--- src/rtl/adc_seq_ctrl.sv ---
// adc_seq_ctrl: request/period driven trigger sequencer for a parallel ADC.
// Issues one-cycle trigger pulses, waits for DVALID with a timeout, pushes
// samples into a first-word-fall-through FIFO and pulses the ADC reset on
// power-up and after a timeout.
module adc_seq_ctrl #(
    parameter int WORD_SIZE      = 8,
    parameter int FIFO_DEPTH     = 4,
    parameter int TIMEOUT_CYCLES = 64,
    parameter int RESET_PULSE    = 4,
    parameter int PERIOD_W       = 16
) (
    input  logic                        CLK,
    input  logic                        RESET,
    input  logic                        START,
    input  logic                        CONT_EN,
    input  logic [PERIOD_W-1:0]         PERIOD,
    input  logic                        ERR_CLR,
    output logic                        ADC_TRIGGER,
    output logic                        ADC_RESET,
    input  logic [WORD_SIZE-1:0]        ADC_DATA,
    input  logic                        ADC_DVALID,
    input  logic                        ADC_BUSY,
    input  logic                        RD_EN,
    output logic [WORD_SIZE-1:0]        RD_DATA,
    output logic [$clog2(FIFO_DEPTH):0] FIFO_COUNT,
    output logic                        FIFO_EMPTY,
    output logic                        FIFO_FULL,
    output logic                        OVERRUN,
    output logic                        TIMEOUT_ERR,
    output logic                        IRQ,
    output logic [2:0]                  STATE
);

    localparam int AW = $clog2(FIFO_DEPTH);
    localparam int CW = AW + 1;
    localparam int TW = $clog2(TIMEOUT_CYCLES) + 1;
    localparam int RW = $clog2(RESET_PULSE) + 1;
    localparam logic [CW-1:0] DEPTH    = CW'(FIFO_DEPTH);
    localparam logic [TW-1:0] TMO_LAST = TW'(TIMEOUT_CYCLES - 1);
    localparam logic [RW-1:0] RST_LAST = RW'(RESET_PULSE - 1);

    typedef enum logic [2:0] {
        S_INIT    = 3'd0,
        S_IDLE    = 3'd1,
        S_TRIG    = 3'd2,
        S_WAIT    = 3'd3,
        S_RECOVER = 3'd4
    } state_t;

    state_t               state, state_n;
    logic [RW-1:0]        rst_cnt;
    logic [TW-1:0]        tmo_cnt;
    logic [PERIOD_W-1:0]  per_cnt, per_last;
    logic                 tick, pending;
    logic                 take_req, capture, timeout_hit;

    logic [WORD_SIZE-1:0] mem [FIFO_DEPTH];
    logic [AW-1:0]        wr_ptr, rd_ptr, rd_ptr_n;
    logic [CW-1:0]        count, count_n;
    logic                 pop, push, drop;
    logic [WORD_SIZE-1:0] head_n;

    // A PERIOD of 0 behaves like 1; >= keeps ticking if PERIOD shrinks mid-count.
    assign per_last = (PERIOD == '0) ? '0 : PERIOD - PERIOD_W'(1);
    assign tick     = CONT_EN && (per_cnt >= per_last);

    // State register.
    // NOTE: clocked blocks use non-blocking (<=) so every register samples pre-edge values.
    always_ff @(posedge CLK or posedge RESET) begin
        if (RESET) state <= S_INIT;
        else       state <= state_n;
    end

    // Next-state logic.
    // NOTE: every combinational output gets a default first so no latch is inferred.
    always_comb begin
        state_n = state;
        case (state)
            S_INIT, S_RECOVER: if (rst_cnt == RST_LAST) state_n = S_IDLE;
            S_IDLE:            if (pending && !ADC_BUSY) state_n = S_TRIG;
            S_TRIG:            state_n = S_WAIT;
            S_WAIT: begin
                if (ADC_DVALID)               state_n = S_IDLE;
                else if (tmo_cnt == TMO_LAST) state_n = S_RECOVER;
            end
            default:           state_n = S_INIT;
        endcase
    end

    // Moore outputs and per-state strobes; trigger drops with RESET since it decodes state.
    always_comb begin
        ADC_TRIGGER = (state == S_TRIG);
        ADC_RESET   = (state == S_INIT) || (state == S_RECOVER);
        STATE       = state;
        take_req    = (state == S_IDLE) && pending && !ADC_BUSY;
        capture     = (state == S_WAIT) && ADC_DVALID;
        timeout_hit = (state == S_WAIT) && !ADC_DVALID && (tmo_cnt == TMO_LAST);
    end

    // Reset-pulse and timeout counters.
    always_ff @(posedge CLK or posedge RESET) begin
        if (RESET) begin
            rst_cnt <= '0;
            tmo_cnt <= '0;
        end else begin
            if (((state == S_INIT) || (state == S_RECOVER)) && (state_n == state))
                rst_cnt <= rst_cnt + RW'(1);
            else
                rst_cnt <= '0;
            if (state == S_TRIG)
                tmo_cnt <= '0;
            else if ((state == S_WAIT) && (tmo_cnt != TMO_LAST))
                tmo_cnt <= tmo_cnt + TW'(1);
        end
    end

    // Period counter and collapsed request flag; a new request beats the clear.
    always_ff @(posedge CLK or posedge RESET) begin
        if (RESET) begin
            per_cnt <= '0;
            pending <= 1'b0;
        end else begin
            if (!CONT_EN || tick) per_cnt <= '0;
            else                  per_cnt <= per_cnt + PERIOD_W'(1);
            pending <= (pending && !take_req) || START || tick;
        end
    end

    // FIFO push/pop decisions and the head value visible after this edge.
    always_comb begin
        pop      = RD_EN && (count != '0);
        push     = capture && ((count != DEPTH) || pop);
        drop     = capture && (count == DEPTH) && !pop;
        rd_ptr_n = pop ? rd_ptr + AW'(1) : rd_ptr;
        count_n  = count;
        if (push && !pop)      count_n = count + CW'(1);
        else if (pop && !push) count_n = count - CW'(1);
        if (count_n == '0)                       head_n = '0;
        else if (push && (wr_ptr == rd_ptr_n))   head_n = ADC_DATA;
        else                                     head_n = mem[rd_ptr_n];
    end

    // Sample storage.
    // NOTE: storage is not reset; pointers and count define which entries are valid.
    always_ff @(posedge CLK) begin
        if (push) mem[wr_ptr] <= ADC_DATA;
    end

    // FIFO pointers, occupancy and registered head.
    always_ff @(posedge CLK or posedge RESET) begin
        if (RESET) begin
            wr_ptr  <= '0;
            rd_ptr  <= '0;
            count   <= '0;
            RD_DATA <= '0;
        end else begin
            if (push) wr_ptr <= wr_ptr + AW'(1);
            rd_ptr  <= rd_ptr_n;
            count   <= count_n;
            RD_DATA <= head_n;
        end
    end

    assign FIFO_COUNT = count;
    assign FIFO_EMPTY = (count == '0);
    assign FIFO_FULL  = (count == DEPTH);

    // Sticky error flags (set beats clear) and the interrupt pulse.
    always_ff @(posedge CLK or posedge RESET) begin
        if (RESET) begin
            OVERRUN     <= 1'b0;
            TIMEOUT_ERR <= 1'b0;
            IRQ         <= 1'b0;
        end else begin
            if (drop)         OVERRUN <= 1'b1;
            else if (ERR_CLR) OVERRUN <= 1'b0;
            if (timeout_hit)  TIMEOUT_ERR <= 1'b1;
            else if (ERR_CLR) TIMEOUT_ERR <= 1'b0;
            IRQ <= push || timeout_hit;
        end
    end

endmodule

--- config.mk ---
export PLATFORM = sky130hd
export DESIGN_NAME = adc_seq_ctrl
export DESIGN_NICKNAME = d
export VERILOG_FILES = /design/src/rtl/adc_seq_ctrl.sv
export SDC_FILE = /design/constraint.sdc
export NUM_CORES = 1
export LEC_CHECK = 0
export ABC_AREA = 1
export ABC_CLOCK_PERIOD_IN_PS = 2300
export CORE_ASPECT_RATIO = 0.9
export CORE_MARGIN = 1.5
export CORE_UTILIZATION = 40
export CTS_CLUSTER_DIAMETER = 50
export CTS_CLUSTER_SIZE = 40
export DETAILED_ROUTE_END_ITERATION = 16
export MAX_ROUTING_LAYER = met4
export REMOVE_ABC_BUFFERS = 1
export SYNTH_ARGS = -nofsm -noshare
export SYNTH_HDL_FRONTEND = slang
export SYNTH_SLANG_ARGS = --single-unit
--- constraint.sdc ---
create_clock -name CLK -period 2.3 [get_ports CLK]
set_input_delay 0.46 -clock CLK [delete_from_list [all_inputs] [get_ports CLK]]
set_output_delay 0.46 -clock CLK [all_outputs]
set_load 0.005 [all_outputs]
======== Yosys cells after proc, flatten, opt, wreduce, memory -nomap -nowiden ========
Memories as Yosys holds them, arrays and structs flattened.
Index checks and enable logic that the tools add are counted.
storage, ports and cells
  register bits after elaboration ......... 48
  bits in latches ......................... 0
  bits in writable memories ............... 32
  memory bits (read-only) ................. 0
  input bits .............................. 32
  output and inout bits ................... 21
  logic and storage cells ................. 91
  memories ................................ 1
cells by class
  $add $sub $neg .......................... 8
  multiply operators ...................... 0
  div/mod/pow operators ................... 0
  order comparisons ....................... 1
  equal/unequal tests ..................... 11
  shifts and indexed selects .............. 0
  multiplexer cells ....................... 20
  bitwise operators ....................... 0
  reductions and logical operators ........ 38
memories
  memory  words  bits a word  read ports  clocked after memory_dff  wr ports  line  RTL
  mem     4      8            1           0                         1         57    logic [WORD_SIZE-1:0] mem [FIFO_DEPTH];
operators by type and width
  kind                                                  count
  two-way mux 16 bit                                    2
  two-way mux 3 bit                                     7
  logical AND 1 bit                                     17
  adder 16 x 1 -> 16 bit (second input constant)        1
  >= comparator 16 bit                                  1
  zero test 16 bit                                      1
  two-way mux 8 bit                                     2
  subtractor 16 x 1 -> 16 bit (second input constant)   1
  two-way mux 7 bit                                     2
  case mux 3 bit (4 select lines)                       1
  equality test 3 x 2 -> 1 bit (second input constant)  3
  zero test 3 bit                                       3
  adder 7 x 1 -> 7 bit (second input constant)          1
  equality test 7 x 6 -> 1 bit (second input constant)  1
  != test 7 x 6 -> 1 bit (second input constant)        1
  adder 3 x 1 -> 3 bit (second input constant)          2
  equality test 3 bit (second input constant)           2
  zero test 1 bit                                       6
  logical OR 1 bit                                      6
  nonzero test 2 bit                                    3
  two-way mux 1 bit                                     5
  adder 2 x 1 -> 2 bit (second input constant)          2
  equality test 3 x 1 -> 1 bit (second input constant)  1
  equality test 3 bit                                   1
  6 further kinds                                       6

======== Depth between registers and ports, before layout ========
  word-level depth ........................ 10
  depth in mapped cells ................... 19

======== Least setup slack after synthesis ========
OpenSTA, ideal clock, no wires.
  kind .................................... input port to flip-flop
  start ................................... input port PERIOD[0]
  end ..................................... register per_cnt[10]
  setup time .............................. 120 ps
  arrival time ............................ 2595 ps
  data required time ...................... 2180 ps
  slack ................................... -415 ps
  cell stages on the path ................. 16
  buffers on the path ..................... 1
  cell sequence ........................... inv_1 ha_1 nand2_1 nor2_1 nand2_1 nor2_1 nand2_1 o21ai_0 nand3_1 ha_1 nand2_1 nor3_1 nand3_1 nand4_1 buf_2 nor2_1
between the ends
  longest elaborated chain between the ends .. 6
  elaborated cells between the ends (all ways) .. 7
RTL lines
  item                                                                    line  RTL
  from (decl)                                                             16    input logic [PERIOD_W-1:0] PERIOD,
  subtractor 16 x 1 -> 16 bit / zero test 16 bit (equally long branches)  64    assign per_last = (PERIOD == '0) ? '0 : PERIOD - PERIOD_W'(1);
  two-way mux 16 bit (*)                                                  64
  >= comparator 16 bit (*)                                                65    assign tick = CONT_EN && (per_cnt >= per_last);
  logical AND 1 bit (*)                                                   65
  logical OR 1 bit (*)                                                    123   if (!CONT_EN || tick) per_cnt <= '0;
  two-way mux 16 bit (*)                                                  123
  to (signal assigned)                                                    124   else per_cnt <= per_cnt + PERIOD_W'(1);
  to (decl)                                                               53    logic [PERIOD_W-1:0] per_cnt, per_last;
Mark *: on every way between the ends. The rest lies on a longest branch, timed or not.
A chain may end at the register's enable or synchronous reset.

======== Worst setup path in the final report ========
  start ................................... input port PERIOD[1]
  end ..................................... register per_cnt[3]
Same word-level chain as after synthesis.

==> flow_results.org <==
** Yosys
- Largest family of logic cells by synthesized area :: simple AND/OR/NAND/NOR gates
- In the synthesized netlist the async set-or-reset flop fraction comes to 0.600.
- The synthesized design contains 32 enable-type register cells.
- Synth top area share :: 0.254
- Synthesis handed over a netlist of 549 instances.
- Sequential element share of the synthesized area :: 0.458
- Primary FF master, synth :: sky130_fd_sc_hd__dfrtp_1
- Most area-consuming cells after synthesis :: sky130_fd_sc_hd__dfrtp_1 (25%), sky130_fd_sc_hd__edfxtp_1 (20%), sky130_fd_sc_hd__nand2_1 (10%), sky130_fd_sc_hd__ha_1 (7.7%), sky130_fd_sc_hd__nand3_1 (6.7%)
- The area fraction in compound gates after synthesis was 0.0429.
- Counting distinct cell types in the post-synthesis netlist gives 38.
- Synthesized-area fraction occupied by xor and xnor cells :: 0.0463
- Measured against the total synthesized area, the mux share comes to 0.
- In this run the mean area of a mapped cell was 8.61 um^2.
- Simple-Gate Fraction of Synth Area :: 0.310
- Number of storage elements in the synthesis netlist :: 80
- Cell type with the highest aggregate area in the netlist :: sky130_fd_sc_hd__dfrtp_1
- Summing every instance area after synthesis gives 4730 um^2.
- Of the total synthesized cell area, the portion taken by full adders, half adders and majority gates is 0.0768.
- Warnings from Yosys :: 0

** Run status
- The run finished, with violations left.
- Violations in the final reports :: negative setup slack

** Finish
- Total Nets Final :: 749
- Commonest non-fill, non-tap cell in the layout :: sky130_fd_sc_hd__nand2_1
- Filler Cells Inserted :: 1011
- Synth-to-Final Area Change :: 45.4%
- Leaving out fill and tap cells, the most frequent cells in the layout are sky130_fd_sc_hd__nand2_1 (104), sky130_fd_sc_hd__buf_4 (74), sky130_fd_sc_hd__nand3_1 (57), sky130_fd_sc_hd__inv_1 (55), sky130_fd_sc_hd__dfrtp_1 (48).
- Fraction of final layout cells sized beyond drive strength 1 :: 0.329
- Inserted Diodes :: 0

** GRT
- First-pass GRT wire length :: 19500 um
- The total overflow left after global routing is 0.
- Number of antenna violations at the first check in global routing :: 0
- Via count of the first global-routing pass :: 4109
- Entering global routing, the biggest net connects 49 pins.
- In the global route stage, overall resource usage came out at 0.200.

** Placement
- HPWL after DPL :: 7970 um
- Worst slack after detailed placement :: -0.909 ns
- Port buffering added 52 buffers.
- The congestion estimate from routability-driven global placement came to 0.865.

** Timing
- For the pin with the worst max-slew slack, the measured transition is 0.381 ns.
- Hold Slack :: 0.434 ns
- Final period utilization :: 1.08
- The count of final hold-check violations was 0.
- Sum of negative setup slack :: -2.74 ns
- Setup violation total in the final timing report :: 17
- Min cycle time layout :: 2.48 ns
- Worst slew margin relative to its limit :: 0.744
- The max-slew violation count came to 0.
- In the post-route analysis, the smallest setup slack over all paths is -0.182 ns.
- Final setup skew :: 0.00621 ns
- Setup repair after global routing could not meet its margin everywhere.
- Top achievable clock speed :: 403 MHz

** Route
- Post-DRT Antenna Nets :: 0
- Detailed route wirelength on metal2 :: 5710 um
- Wire length on met1 :: 5400 um
- Uppermost layer routed :: met4
- WL final :: 11600 um
- The first detailed-routing pass ran for 4 iterations.
- After detailed routing, the met3 layer carries 421 um of wire.
- Detailed router's first-iteration violation count :: 253
- WL per Instance :: 13.7 um
- In the routed design, unresolved DRC markers number 0.
- Detailed-route vias per instance :: 4.88
- Summing over every cut layer, the via total after detailed routing is 4146.

** Clock network
- Number of clock buffers inserted by TritonCTS :: 9
- Clock latency on the worst-skew pair, taken at its later pin, is 0.34 ns.
- Counting along the longest clock path gives a buffer depth of 2.
- Clock-pin slew was measured on the worst setup and hold paths at 0.06 ns.
- The clock tree synthesis step divided the H-tree into 3 levels.
- TritonCTS built the clock tree.
- The tree is rooted in a sky130_fd_sc_hd__clkbuf_16.
- Clock sink total :: 80

** Pwr
- The worst-case IR drop observed on VDD is 0.410 mV.
- Power spread over the standard cell area amounts to 854 nW/um^2.
- Summed over all cells, the static leakage comes to 3.16 nW.

** Setup path
- Endpoint of the most critical setup path :: per_cnt[3]
- The worst setup path is launched from an input port.
- The endpoint identified for the worst register-to-register timing path is per_cnt[3].
- Crit Path Category :: in -> reg
- At the worst endpoint, the required time is 2.52 ns.
- Worst-path maximum fanout :: 8
- Crit. Startpoint :: PERIOD[1]
- The worst register-to-register path has a setup slack of 0.37 ns.
- Crit path capture type :: flip-flop
- STA puts the critical path data arrival time at 2.71 ns.
- Measured in cells, the most critical reg-to-reg path has a length of 8.
- Critical register-to-register path startpoint :: per_cnt[9]

** Die
- The initialized floorplan defines 37 standard-cell rows.
- The die is 106 um tall.
- Number of primary I/O pins :: 53
- Die Area :: 12500 um^2
- Floorplan die width :: 118 um
- Initial Util :: 0.412
- After floorplanning, the core was sized to cover 11500 um^2.

** Run
- Max-cap violations in this run came to 0.

** Hold path
- The path class of the tightest hold or removal check is reg -> reg.
## metal layers
metal,global-route usage,vias to the layer above
met1,0.249,1992
met4,0.0427,0
met2,0.337,66
met5,-,-
met3,0.0440,8
li1,-,2080
## what timing repair did
action,4_1_cts,5_1_grt
cloned,2,0
endpoints found under the setup margin,18,18
pin swaps,48,39
hold buffers,0,0
gates resized for setup,139,45
buffers inserted,26,4
## through the flow
stage	power (W)	cell area [um^2]	util	cells
2_1_floorplan	0.00339	4690	-	544
3_3_place_gp	0.00422	5840	0.509	806
3_5_place_dp	0.00429	5840	0.509	806
4_1_cts	0.00588	6680	0.582	845
5_1_grt	0.00629	6870	0.598	849
6_report	0.00587	6870	0.598	849
## where the power goes
group          total, W  leakage (nW)  switching [W]  internal (W)
Combinational   0.00247          2.09        0.00141       0.00106
Clock           0.00147         0.157       0.000562      0.000907
Sequential      0.00192         0.913       0.000190       0.00173
## how the worst min path moves through the flow
stage	from	to	depth (start not counted)
CTS	rst_cnt[0]	rst_cnt[0]	1
detailed placement	rst_cnt[0]	rst_cnt[0]	1
floorplan	rst_cnt[0]	rst_cnt[0]	1
finish	rst_cnt[0]	rst_cnt[0]	1
global placement	rst_cnt[0]	rst_cnt[0]	1
global route	rst_cnt[0]	rst_cnt[0]	1
## registers in the layout, summed over array words and instances, names as in the netlist
register / cells
OVERRUN: 1
IRQ: 1
RD_DATA: 8
rst_cnt: 3
TIMEOUT_ERR: 1
FIFO_COUNT: 3
pending: 1
wr_ptr: 2
STATE: 3
per_cnt: 16
tmo_cnt: 7
rd_ptr: 2
mem: 32
## critical path, stage by stage
cell	delay, ns
sky130_fd_sc_hd__buf_2	0.11
sky130_fd_sc_hd__inv_4	0.08
sky130_fd_sc_hd__ha_4	0.14
sky130_fd_sc_hd__nand2_2	0.05
sky130_fd_sc_hd__nor2_2	0.14
sky130_fd_sc_hd__nand2_2	0.10
sky130_fd_sc_hd__nor2_4	0.12
sky130_fd_sc_hd__or2_4	0.14
sky130_fd_sc_hd__nand3_4	0.06
sky130_fd_sc_hd__ha_4	0.26
sky130_fd_sc_hd__nand4_1	0.17
sky130_fd_sc_hd__nor3_4	0.28
sky130_fd_sc_hd__nand3_2	0.10
sky130_fd_sc_hd__nand4_1	0.13
sky130_fd_sc_hd__buf_4	0.15
sky130_fd_sc_hd__buf_16	0.15
sky130_fd_sc_hd__nor2_4	0.04
## kinds of logic after synthesis
| logic type | Yosys count |
|---|---|
| AOI/OAI and AO/OA | 31 |
| xor gates and xnor gates | 25 |
| adders and majority gates | 29 |
| buffers and inverters | 80 |
| DFF | 80 |
| and+or+nand+nor | 304 |
## synthesized netlist by cell type, types with 9 or more instances
cell                       number
sky130_fd_sc_hd__nand2_1      126
sky130_fd_sc_hd__inv_1         67
sky130_fd_sc_hd__nand3_1       63
sky130_fd_sc_hd__nor2_1        61
sky130_fd_sc_hd__dfrtp_1       48
sky130_fd_sc_hd__edfxtp_1      32
sky130_fd_sc_hd__ha_1          29
sky130_fd_sc_hd__xor2_1        16
sky130_fd_sc_hd__nor3_1        13
sky130_fd_sc_hd__a21oi_1       11
sky130_fd_sc_hd__nand4_1       11
sky130_fd_sc_hd__o21ai_0       10
sky130_fd_sc_hd__xnor2_1        9
## final cells by class
type | count | area [um^2] | share of cell area
Multi-Input combinational cell | 389 | 2760 | 0.402
Sequential cell | 80 | 2160 | 0.315
Timing Repair Buffer | 133 | 1150 | 0.167
Inverter | 75 | 289 | 0.0421
Clock buffer | 11 | 253 | 0.0368
Tap cell | 156 | 195 | 0.0284
Clock inverter | 5 | 62.6 | 0.00911
Note: power is estimated with default switching activity, not from simulation.
